<file path="src/rtl/moesi_pkg.sv">
// Shared definitions for the MOESI snooping bus.
// Contents:
//   - bus transaction type encodings (these pass through the bus unmodified)
//   - core-side request encodings
//   - bus controller FSM state type
package moesi_pkg;

  // Bus transaction types.
  localparam logic [1:0] BUS_RD   = 2'b00;
  localparam logic [1:0] BUS_RDX  = 2'b01;
  localparam logic [1:0] BUS_UPGR = 2'b10;
  localparam logic [1:0] BUS_WB   = 2'b11;

  // Core request kinds.
  localparam logic [1:0] REQ_READ  = 2'b01;
  localparam logic [1:0] REQ_WRITE = 2'b10;

  typedef enum logic [1:0] {
    StIdle  = 2'b00,
    StBcast = 2'b01,
    StHold  = 2'b10
  } bus_state_e;

endpackage

</file>
<file path="src/rtl/moesi_rr_arbiter.sv">
// Combinational round-robin picker.
// The search starts at last_grant+1 and wraps modulo NUM_CORES, so the core
// that was granted most recently has the lowest priority.
// Ports:
//   req        in  NUM_CORES  request vector
//   last_grant in  GRANT_W    index of the previous winner
//   winner     out GRANT_W    selected index (0 when nothing is requesting)
//   any_valid  out 1          at least one request is pending
module moesi_rr_arbiter
  import moesi_pkg::*;
#(
  parameter int unsigned NUM_CORES = 4,
  localparam int unsigned GRANT_W  = $clog2(NUM_CORES)
) (
  input  logic [NUM_CORES-1:0] req,
  input  logic [GRANT_W-1:0]   last_grant,
  output logic [GRANT_W-1:0]   winner,
  output logic                 any_valid
);

  always_comb begin
    int unsigned        sum;
    logic [GRANT_W-1:0] idx;
    winner    = '0;
    any_valid = 1'b0;
    sum       = 0;
    idx       = '0;
    // The first hit along the rotated order wins.
    for (int unsigned i = 1; i <= NUM_CORES; i++) begin
      sum = 32'(last_grant) + i;
      idx = GRANT_W'(sum % NUM_CORES);
      if (!any_valid && req[idx]) begin
        any_valid = 1'b1;
        winner    = idx;
      end
    end
  end

endmodule

</file>
<file path="src/rtl/moesi_coherency_bus.sv">
// Snooping-bus arbiter and broadcaster for a multi-core MOESI system.
// Each cache controller raises one request. A round-robin pick chooses the
// winner. The winner's address and type are broadcast for one cycle
// (bus_valid). The grant then stays frozen for HOLD_CYCLES cycles, so the
// memory response can be routed back using granted_core_id.
// Optional build macro: MOESI_BUS_SHARED_EN adds the bus_shared output.
// Ports:
//   clk, rst_n       clock and asynchronous active-low reset
//   core_req_valid   per-core request pending (held until granted)
//   core_req_type    per-core transaction type
//   core_req_addr    per-core line address
//   bus_valid        one-cycle broadcast strobe / memory request valid
//   bus_addr         broadcast address
//   bus_type         broadcast transaction type
//   granted_core_id  current/last granted core
//   bus_shared       (MOESI_BUS_SHARED_EN only) some snooper hit this transaction
//   snoop_resp       per-cache snoop hit
module moesi_coherency_bus
  import moesi_pkg::*;
#(
  parameter int unsigned NUM_CORES   = 4,
  parameter int unsigned ADDR_WIDTH  = 64,
  parameter int unsigned HOLD_CYCLES = 6,
  localparam int unsigned GRANT_W    = $clog2(NUM_CORES)
) (
  input  logic                                 clk,
  input  logic                                 rst_n,
  input  logic [NUM_CORES-1:0]                 core_req_valid,
  input  logic [NUM_CORES-1:0][1:0]            core_req_type,
  input  logic [NUM_CORES-1:0][ADDR_WIDTH-1:0] core_req_addr,
  output logic                                 bus_valid,
  output logic [ADDR_WIDTH-1:0]                bus_addr,
  output logic [1:0]                           bus_type,
  output logic [GRANT_W-1:0]                   granted_core_id,
`ifdef MOESI_BUS_SHARED_EN
  output logic                                 bus_shared,
`endif
  input  logic [NUM_CORES-1:0]                 snoop_resp
);

  localparam int unsigned CntW = $clog2(HOLD_CYCLES + 1);

  bus_state_e         state;
  logic [CntW-1:0]    hold_cnt;
  logic [GRANT_W-1:0] rr_last;
  logic [GRANT_W-1:0] arb_winner;
  logic               arb_any;

  moesi_rr_arbiter #(
    .NUM_CORES (NUM_CORES)
  ) u_arb (
    .req        (core_req_valid),
    .last_grant (rr_last),
    .winner     (arb_winner),
    .any_valid  (arb_any)
  );

  // rr_last resets to the top index, so core 0 wins the first arbitration.
  always_ff @(posedge clk or negedge rst_n) begin
    if (!rst_n) begin
      state           <= StIdle;
      hold_cnt        <= '0;
      rr_last         <= GRANT_W'(NUM_CORES - 1);
      bus_valid       <= 1'b0;
      bus_addr        <= '0;
      bus_type        <= '0;
      granted_core_id <= '0;
    end else begin
      unique case (state)
        StIdle: begin
          bus_valid <= 1'b0;
          if (arb_any) begin
            bus_valid       <= 1'b1;
            bus_addr        <= core_req_addr[arb_winner];
            bus_type        <= core_req_type[arb_winner];
            granted_core_id <= arb_winner;
            rr_last         <= arb_winner;
            state           <= StBcast;
          end
        end
        StBcast: begin
          bus_valid <= 1'b0;
          hold_cnt  <= CntW'(HOLD_CYCLES);
          state     <= StHold;
        end
        StHold: begin
          // Requests are ignored here. The grant fields stay frozen.
          hold_cnt <= hold_cnt - CntW'(1);
          if (hold_cnt == CntW'(1)) begin
            state <= StIdle;
          end
        end
        default: begin
          bus_valid <= 1'b0;
          state     <= StIdle;
        end
      endcase
    end
  end

`ifdef MOESI_BUS_SHARED_EN
  // The flag is cleared when a new broadcast starts. Any snoop hit during
  // the BCAST or HOLD cycles sets it, and it then stays set until the next
  // broadcast.
  always_ff @(posedge clk or negedge rst_n) begin
    if (!rst_n) begin
      bus_shared <= 1'b0;
    end else if (state == StIdle) begin
      if (arb_any) begin
        bus_shared <= 1'b0;
      end
    end else if ((state == StBcast || state == StHold) && |snoop_resp) begin
      bus_shared <= 1'b1;
    end
  end
`else
  logic unused_snoop;
  assign unused_snoop = ^snoop_resp;
`endif

endmodule

</file>
<file path="config.mk">
export PLATFORM = sky130hd
export DESIGN_NAME = moesi_coherency_bus
export DESIGN_NICKNAME = d
export VERILOG_FILES = /design/src/rtl/moesi_pkg.sv /design/src/rtl/moesi_rr_arbiter.sv /design/src/rtl/moesi_coherency_bus.sv
export SDC_FILE = /design/constraint.sdc
export NUM_CORES = 1
export LEC_CHECK = 0
export ABC_AREA = 1
export BUFFER_PORTS_ARGS = -buffer_cell sky130_fd_sc_hd__buf_2
export CAP_MARGIN = 40
export CORE_AREA = 2 2 133 135
export CTS_CLUSTER_DIAMETER = 150
export DETAILED_ROUTE_END_ITERATION = 8
export DIE_AREA = 0 0 135 137
export HOLD_SLACK_MARGIN = 0.06
export PLACE_DENSITY = 0.75
export SETUP_SLACK_MARGIN = 0.1
export SLEW_MARGIN = 20
export SYNTH_ARGS = -nofsm -noshare
export SYNTH_HDL_FRONTEND = slang
export SYNTH_SLANG_ARGS = --single-unit
</file>
<file path="constraint.sdc">
create_clock -name clk -period 2.6 [get_ports clk]
set_input_delay 0.13 -clock clk [delete_from_list [all_inputs] [get_ports clk]]
set_output_delay 0.13 -clock clk [all_outputs]
set_load 0.05 [all_outputs]
</file>
==> impl_metrics.csv, run 1 <==
group,metric,value,unit
run_status,status,"finished clean",
route,ant_nets,0,
synthesis,synth_commonest_cells,"nand2_1, inv_1, nand3_1",
critical_path,worstSetupPathType,"reg -> reg",
route,drcViolationCount,0,
critical_path,crit_family,"simple AND/OR/NAND/NOR gates",
cts,cts-htree-levels,3,
timing,slew_headroom,68.9,%
cts,clock_latency,330,ps
critical_path,reg2reg_slack,230,ps
cells_and_area,num-nets-final,1596,
route,wl,20400,um
floorplan,ios,343,
global_route,grt_antenna_before_repair,2,
cts,cts_tree,"done",
route,highest_layer,"met5",
timing,finalHoldViolCount,0,
route,drt_iter0_drc,407,
synthesis,synthTopCellsByArea,"dfrtp_1, nand2_1, nand3_1",
critical_path,worstPathArrival,2580,ps
floorplan,rows,48,
pwr,p_leak,5.31,nW
cts,clk_pin_slew,60,ps
synthesis,synth_nets,1250,
synthesis,avgSynthCellArea,6.11,sq um
global_route,track_usage,20.5,%
route,dr.pass1.iters,6,
flow_run,cap_violations,0,
critical_path,path_cells,"inv_2 -> nand2_1 -> nand2_2 -> nand2_2 -> nand2_1 -> nor2_2 -> nand3_2 -> nand2_4 -> nand2_8 -> buf_12 -> buf_4 -> or2_2 -> nand3_1 -> nand3_1",
pwr,ir_drop,1.01,mV
floorplan,start_util,34.8,%
synthesis,ys_ff_latch,76,
critical_path,crit_path_end_kind,"flip-flop",
critical_path,crit_required,2810,ps
route,wl_per_cell,13.2,um
route,vias,7223,
synthesis,synth.most_common_cell,"nand2_1",
timing,rsz0062_at_grt,"yes",
timing,max_freq,422,MHz
route,wl_met2,10300,um
synthesis,synthCells,971,
global_route,grt_pass1_wl,30500,um
synthesis,ys.flop_type,"dfrtp_1",
cells_and_area,area_growth,43.9,%
global_route,grt_pass1_vias,6493,
synthesis,synth-edff-count,0,
synthesis,yosysWarningCount,0,
timing,finalSetupTns,0,ps
floorplan,die_h,137,um
critical_path,crit_path_max_fanout,7,
synthesis,syn-cell-area,5930,sq um
floorplan,core,17100,sq um
cts,clk_path_buf_depth,2,
timing,post-route-period-util,91.1,%
critical_path,crit_slowest_cell,"dfstp_2",
synthesis,yosysTopAreaCell,"dfrtp_1",
critical_path,critPathLaunchType,"flip-flop",
timing,finClkSkew,9.90,ps
synthesis,synth_cell_types,29,
cts,clkSinkCount,76,
cts,cts-root-buf,"clkbuf_16",
timing,setup_violations,0,
route,met3_length,1280,um
global_route,grt.overflow.total,0,
floorplan,die_width,135,um
synthesis,yosysTopAreaCellShare,31.2,%
critical_path,critPathMaxStageDelay,590,ps
timing,drv_slew,0,
placement,port_buffers,338,
critical_path,worst-path-buf-inv,3,
cts,numCtsBuffers,9,
placement,gp_congestion,0.916,
route,wl_met1,8330,um
floorplan,dieArea,18500,sq um
pwr,p_per_area,1660,nW/um^2
placement,place_ws,67.5,ps
synthesis,yosysSeqAreaShare,32.1,%
cells_and_area,drive_gt1_share,31.5,%
global_route,grt_start_max_net_pins,77,
timing,tightest_slew,465,ps
route,via_per_inst,4.67,
timing,fin_crit,2370,ps
placement,hpwlAfterDp,14800,um
timing,setup_slack,230,ps
cells_and_area,num-fill-cells,1765,
min_path,hold_class,"in -> reg",
synthesis,synthArstFlopShare,100,%
metal layers:
layer	GRT usage, %	vias up
li1	-	3649
met1	25.1	3261
met2	35.5	264
met3	3.85	47
met4	8.33	2
met5	0	-
worst reg2reg max path: cells and delay by family, from the launching register on:
family | cells | cell delay (ps)
and+or+nand+nor | 11 | 1270
DFF | 1 | 590
buffers and inverters | 3 | 380
report_power, final:
part | internal (mW) | leakage, nW | switching (mW)
Sequential | 1.86 | 0.924 | 0.341
Combinational | 3.54 | 4.25 | 7.23
Clock | 0.699 | 0.138 | 0.516
what timing repair did:
item                                   in CTS  in global routing
pin swaps                                   0                  5
buffers inserted                            0                  9
setup endpoints to repair                  22                 64
endpoints found under the hold margin      92                  0
gates resized for setup                     2                 12
cloned                                      0                  3
hold buffers                               19                  0
registers in the layout, indices dropped and copies added (netlist names):
signal / count
bus_valid: 1
granted_core_id: 2
hold_cnt: 3
state: 2
bus_addr: 64
bus_type: 2
rr_last: 2
cells in the final DEF, fill, tap and decap left out, drive strengths merged:
cell type,Yosys,final
o21ai,8,8
clkbuf,21,13
nand4,2,2
dfrtp,74,74
o211ai,36,36
buf,35,369
clkinvlp,0,2
xor2,1,1
nand3,197,197
ha,5,5
inv,210,211
a21boi,1,1
a21oi,2,2
a31oi,1,1
clkinv,1,3
dfstp,2,2
dlygate4sd3,0,19
nand2,332,333
diode,0,1
o21bai,1,1
nor2,7,7
or2,35,35
area by class of cell:
class | count | area [sq um] | area share [%]
Antenna cell | 1 | 2.50 | 0.0293
Sequential cell | 76 | 1900 | 22.3
Inverter | 211 | 795 | 9.31
Clock buffer | 11 | 253 | 2.96
Timing Repair Buffer | 390 | 2280 | 26.7
Tap cell | 225 | 282 | 3.30
Multi-Input combinational cell | 629 | 2990 | 35.0
Clock inverter | 5 | 33.8 | 0.396
final timing paths:
kind | start | endpoint | depth (start not counted)
min | core_req_addr[177] | bus_addr[49]$_DFFE_PN0P_ | 3
max reg2reg | rr_last[1]$_DFFE_PN1P_ | bus_addr[55]$_DFFE_PN0P_ | 14
min reg2reg | bus_addr[38]$_DFFE_PN0P_ | bus_addr[38]$_DFFE_PN0P_ | 2
max | rr_last[1]$_DFFE_PN1P_ | bus_addr[55]$_DFFE_PN0P_ | 14
min in group asynchronous | rst_n | bus_addr[33]$_DFFE_PN0P_ | 3
max in group asynchronous | rst_n | rr_last[0]$_DFFE_PN1P_ | 3
logic make-up after synthesis:
kind of cell             Yosys count  synth area share (%)
AND/OR/NAND/NOR                  573                  42.6
buffers and inverters            267                  18.3
flip-flops                        76                  32.1
AO/OA/AOI/OAI                     49                  5.76
adder cells (fa/ha/maj)            5                  1.06
XOR/XNOR                           1                 0.148
through the flow:
step / area, sq um / cells / utilization [%] / hold WS [ps] / total power [mW]
5_1_grt: 8530 / 1548 / 50.0 / 61.9 / 15.4
4_1_cts: 8350 / 1535 / 49.0 / 60.1 / 13.5
2_1_floorplan: 5930 / 971 / - / -166 / 9.85
3_5_place_dp: 7860 / 1500 / 46.1 / 185 / 12.2
3_3_place_gp: 7860 / 1500 / 46.1 / 182 / 12.0
6_report: 8530 / 1548 / 50.0 / 71.1 / 14.2
Power figures use the tool's default switching activity.
==> run 2, diff against run 1 <==
--- a/config.mk
+++ b/config.mk
@@ -8,13 +8,15 @@
 export ABC_AREA = 1
 export BUFFER_PORTS_ARGS = -buffer_cell sky130_fd_sc_hd__buf_2
 export CAP_MARGIN = 40
-export CORE_AREA = 2 2 133 135
+export CELL_PAD_IN_SITES_DETAIL_PLACEMENT = 0
+export CELL_PAD_IN_SITES_GLOBAL_PLACEMENT = 1
+export CORE_ASPECT_RATIO = 0.6
+export CORE_UTILIZATION = 29
 export CTS_CLUSTER_DIAMETER = 150
 export DETAILED_ROUTE_END_ITERATION = 8
-export DIE_AREA = 0 0 135 137
 export HOLD_SLACK_MARGIN = 0.06
-export PLACE_DENSITY = 0.75
-export SETUP_SLACK_MARGIN = 0.1
+export PLACE_DENSITY = 0.91
+export SETUP_SLACK_MARGIN = 0.3
 export SLEW_MARGIN = 20
 export SYNTH_ARGS = -nofsm -noshare
 export SYNTH_HDL_FRONTEND = slang
==> impl_metrics.csv, run 2 (synthesis gave the netlist of run 1 again) <==
group,metric,value,unit
critical_path,worst-path-buf-inv,3,
critical_path,critPathLaunchType,"flip-flop",
pwr,p_leak,5.57,nW
route,drcViolationCount,0,
pwr,p_per_area,1820,nW/um^2
critical_path,worstSetupPathType,"reg -> reg",
pwr,comb_power_share,79.6,%
cells_and_area,largest_reg_flops,64,
floorplan,ios,343,
route,wl_per_cell,15.4,um
timing,rsz0062_at_grt,"yes",
cts,clkSinkCount,76,
pwr,p_seq_share,13.0,%
cts,clk_pin_slew,70,ps
critical_path,crit_family,"simple AND/OR/NAND/NOR gates",
global_route,grt_pass1_vias,6760,
critical_path,crit_required,2820,ps
cts,clk_path_buf_depth,2,
cells_and_area,num-nets-final,1624,
timing,post-route-period-util,88.8,%
global_route,grt.overflow.total,0,
cts,clock_latency,340,ps
min_path,hold_class,"in -> reg",
flow_run,cap_violations,0,
timing,finClkSkew,7.05,ps
pwr,p_clk_share,7.4,%
critical_path,crit_slowest_cell,"dfstp_2",
placement,gp_congestion,0.905,
global_route,use_met1,30.2,%
timing,drv_slew,0,
route,dr.pass1.iters,5,
global_route,use_met3,4.75,%
cells_and_area,antenna_cells,0,
cells_and_area,layout_commonest_cell,"buf_2",
pwr,internal_power,7.51,mW
global_route,grt_antenna_before_repair,0,
critical_path,critPathMaxStageDelay,590,ps
cells_and_area,final_util,46.2,%
route,vias,7501,
run_status,status,"finished clean",
timing,max_freq,433,MHz
floorplan,core,20000,sq um
pwr,p_sw,9.33,mW
cts,cts-htree-levels,3,
cells_and_area,reg_top3,"bus_addr (64), hold_cnt (3)",
timing,setup_violations,0,
pwr,switching_share,55.4,%
pwr,ir_drop,0.913,mV
cells_and_area,num-fill-cells,2114,
global_route,track_usage,20.8,%
timing,tightest_slew,554,ps
floorplan,die_width,187,um
critical_path,path_cells,"inv_4 -> nand2_1 -> nand2_2 -> nand2_2 -> nand2_2 -> nor2_4 -> nand3_4 -> nand2_8 -> nand2_8 -> buf_16 -> buf_4 -> or2_1 -> nand3_1 -> nand3_1",
cells_and_area,final_cell_mix,"buf_2, nand2_1, inv_1",
route,ant_nets,0,
floorplan,rows,40,
route,via_per_inst,4.62,
cts,cts-root-buf,"clkbuf_16",
route,drt_iter0_drc,499,
timing,fin_crit,2310,ps
global_route,grt_start_max_net_pins,62,
timing,finalHoldViolCount,0,
critical_path,crit_path_max_fanout,8,
global_route,globalRouteMet2Util,31.0,%
floorplan,dieArea,21000,sq um
placement,port_buffers,338,
critical_path,worstPathArrival,2530,ps
timing,slew_headroom,63.1,%
global_route,top_usage_layer,"met2",
floorplan,die_h,113,um
critical_path,cpMostUsedCell,"nand2_2",
timing,finalSetupTns,0,ps
cells_and_area,area_growth,56.0,%
placement,hpwlAfterDp,16100,um
route,wl,25000,um
critical_path,crit_path_end_kind,"flip-flop",
cts,numCtsBuffers,9,
floorplan,start_util,29.6,%
cells_and_area,drive_gt1_share,33.9,%
cells_and_area,top_register,"bus_addr",
global_route,grt_pass1_wl,34700,um
cts,cts_tree,"done",
## run 2: cell count changes in the layout (fill, tap and decap cells not counted), moves of 4 or more
cell / before / now
nand2_1: 324 / 310
nand2_2: 5 / 17
buf_12: 6 / 12
buf_16: 1 / 7
clkbuf_16: 11 / 17
dlygate4sd3_1: 19 / 25
nand2_8: 1 / 5
## run 2: worst min-delay path: stages
cell	delay, ps
buf_2	80
o211ai_1	80
nand3_1	70
## run 2: metal layers
layer	vias up	wire, um
li1	3714	-
met1	3420	12300
met2	335	10200
met3	32	2190
met4	0	326
met5	-	0
## run 2: worst paths after layout
check | startpoint | to | slack [ps] | depth (start not counted)
max | rr_last[0]$_DFFE_PN1P_ | bus_addr[15]$_DFFE_PN0P_ | 290 | 14
min | core_req_type[4] | bus_type[0]$_DFFE_PN0P_ | 60 | 3
max reg2reg | rr_last[0]$_DFFE_PN1P_ | bus_addr[15]$_DFFE_PN0P_ | 290 | 14
min reg2reg | bus_addr[58]$_DFFE_PN0P_ | bus_addr[58]$_DFFE_PN0P_ | 470 | 2
max in group asynchronous | rst_n | rr_last[1]$_DFFE_PN1P_ | 1630 | 3
min in group asynchronous | rst_n | bus_addr[47]$_DFFE_PN0P_ | 310 | 2
## run 2: power by group through the flow
stage / logic, mW / clock network (mW) / registers [mW]
5_1_grt: 14.5 / 1.32 / 2.26
3_5_place_dp: 10.3 / 0 / 2.19
4_1_cts: 11.3 / 1.28 / 2.18
3_3_place_gp: 10.2 / 0 / 2.19
6_report: 13.4 / 1.24 / 2.19
2_1_floorplan: 5.82 / 0 / 4.03
## run 2: cell type report
type / count / area [sq um] / share of cell area (%)
clock buffers: 9 / 225 / 2.44
clock inverters: 7 / 57.6 / 0.622
inverters: 211 / 795 / 8.59
multi-input cells: 631 / 3120 / 33.7
flip-flops and latches: 76 / 1900 / 20.6
well taps: 273 / 342 / 3.69
repair buffers: 416 / 2810 / 30.4
## run 2: timing repair
item | CTS | global route
pin swaps | 5 | 13
resized for setup | 14 | 44
setup buffers | 8 | 7
cloned | 5 | 15
hold endpoints to repair | 62 | 0
endpoints found under the setup margin | 65 | 69
hold buffers | 25 | 0
## run 2: metrics by stage
stage | hold slack, ps | total power, mW | instances | instance area, sq um | setup WS, ps
final | 63.4 | 16.8 | 1623 | 9250 | 290
after CTS | 63.6 | 14.7 | 1601 | 8710 | 294
after global placement | 377 | 12.4 | 1546 | 7920 | 72.3
after detailed placement | 141 | 12.5 | 1547 | 7940 | 35.8
after floorplan | -166 | 9.85 | 971 | 5930 | 587
after global routing | 72.2 | 18.1 | 1623 | 9250 | 183
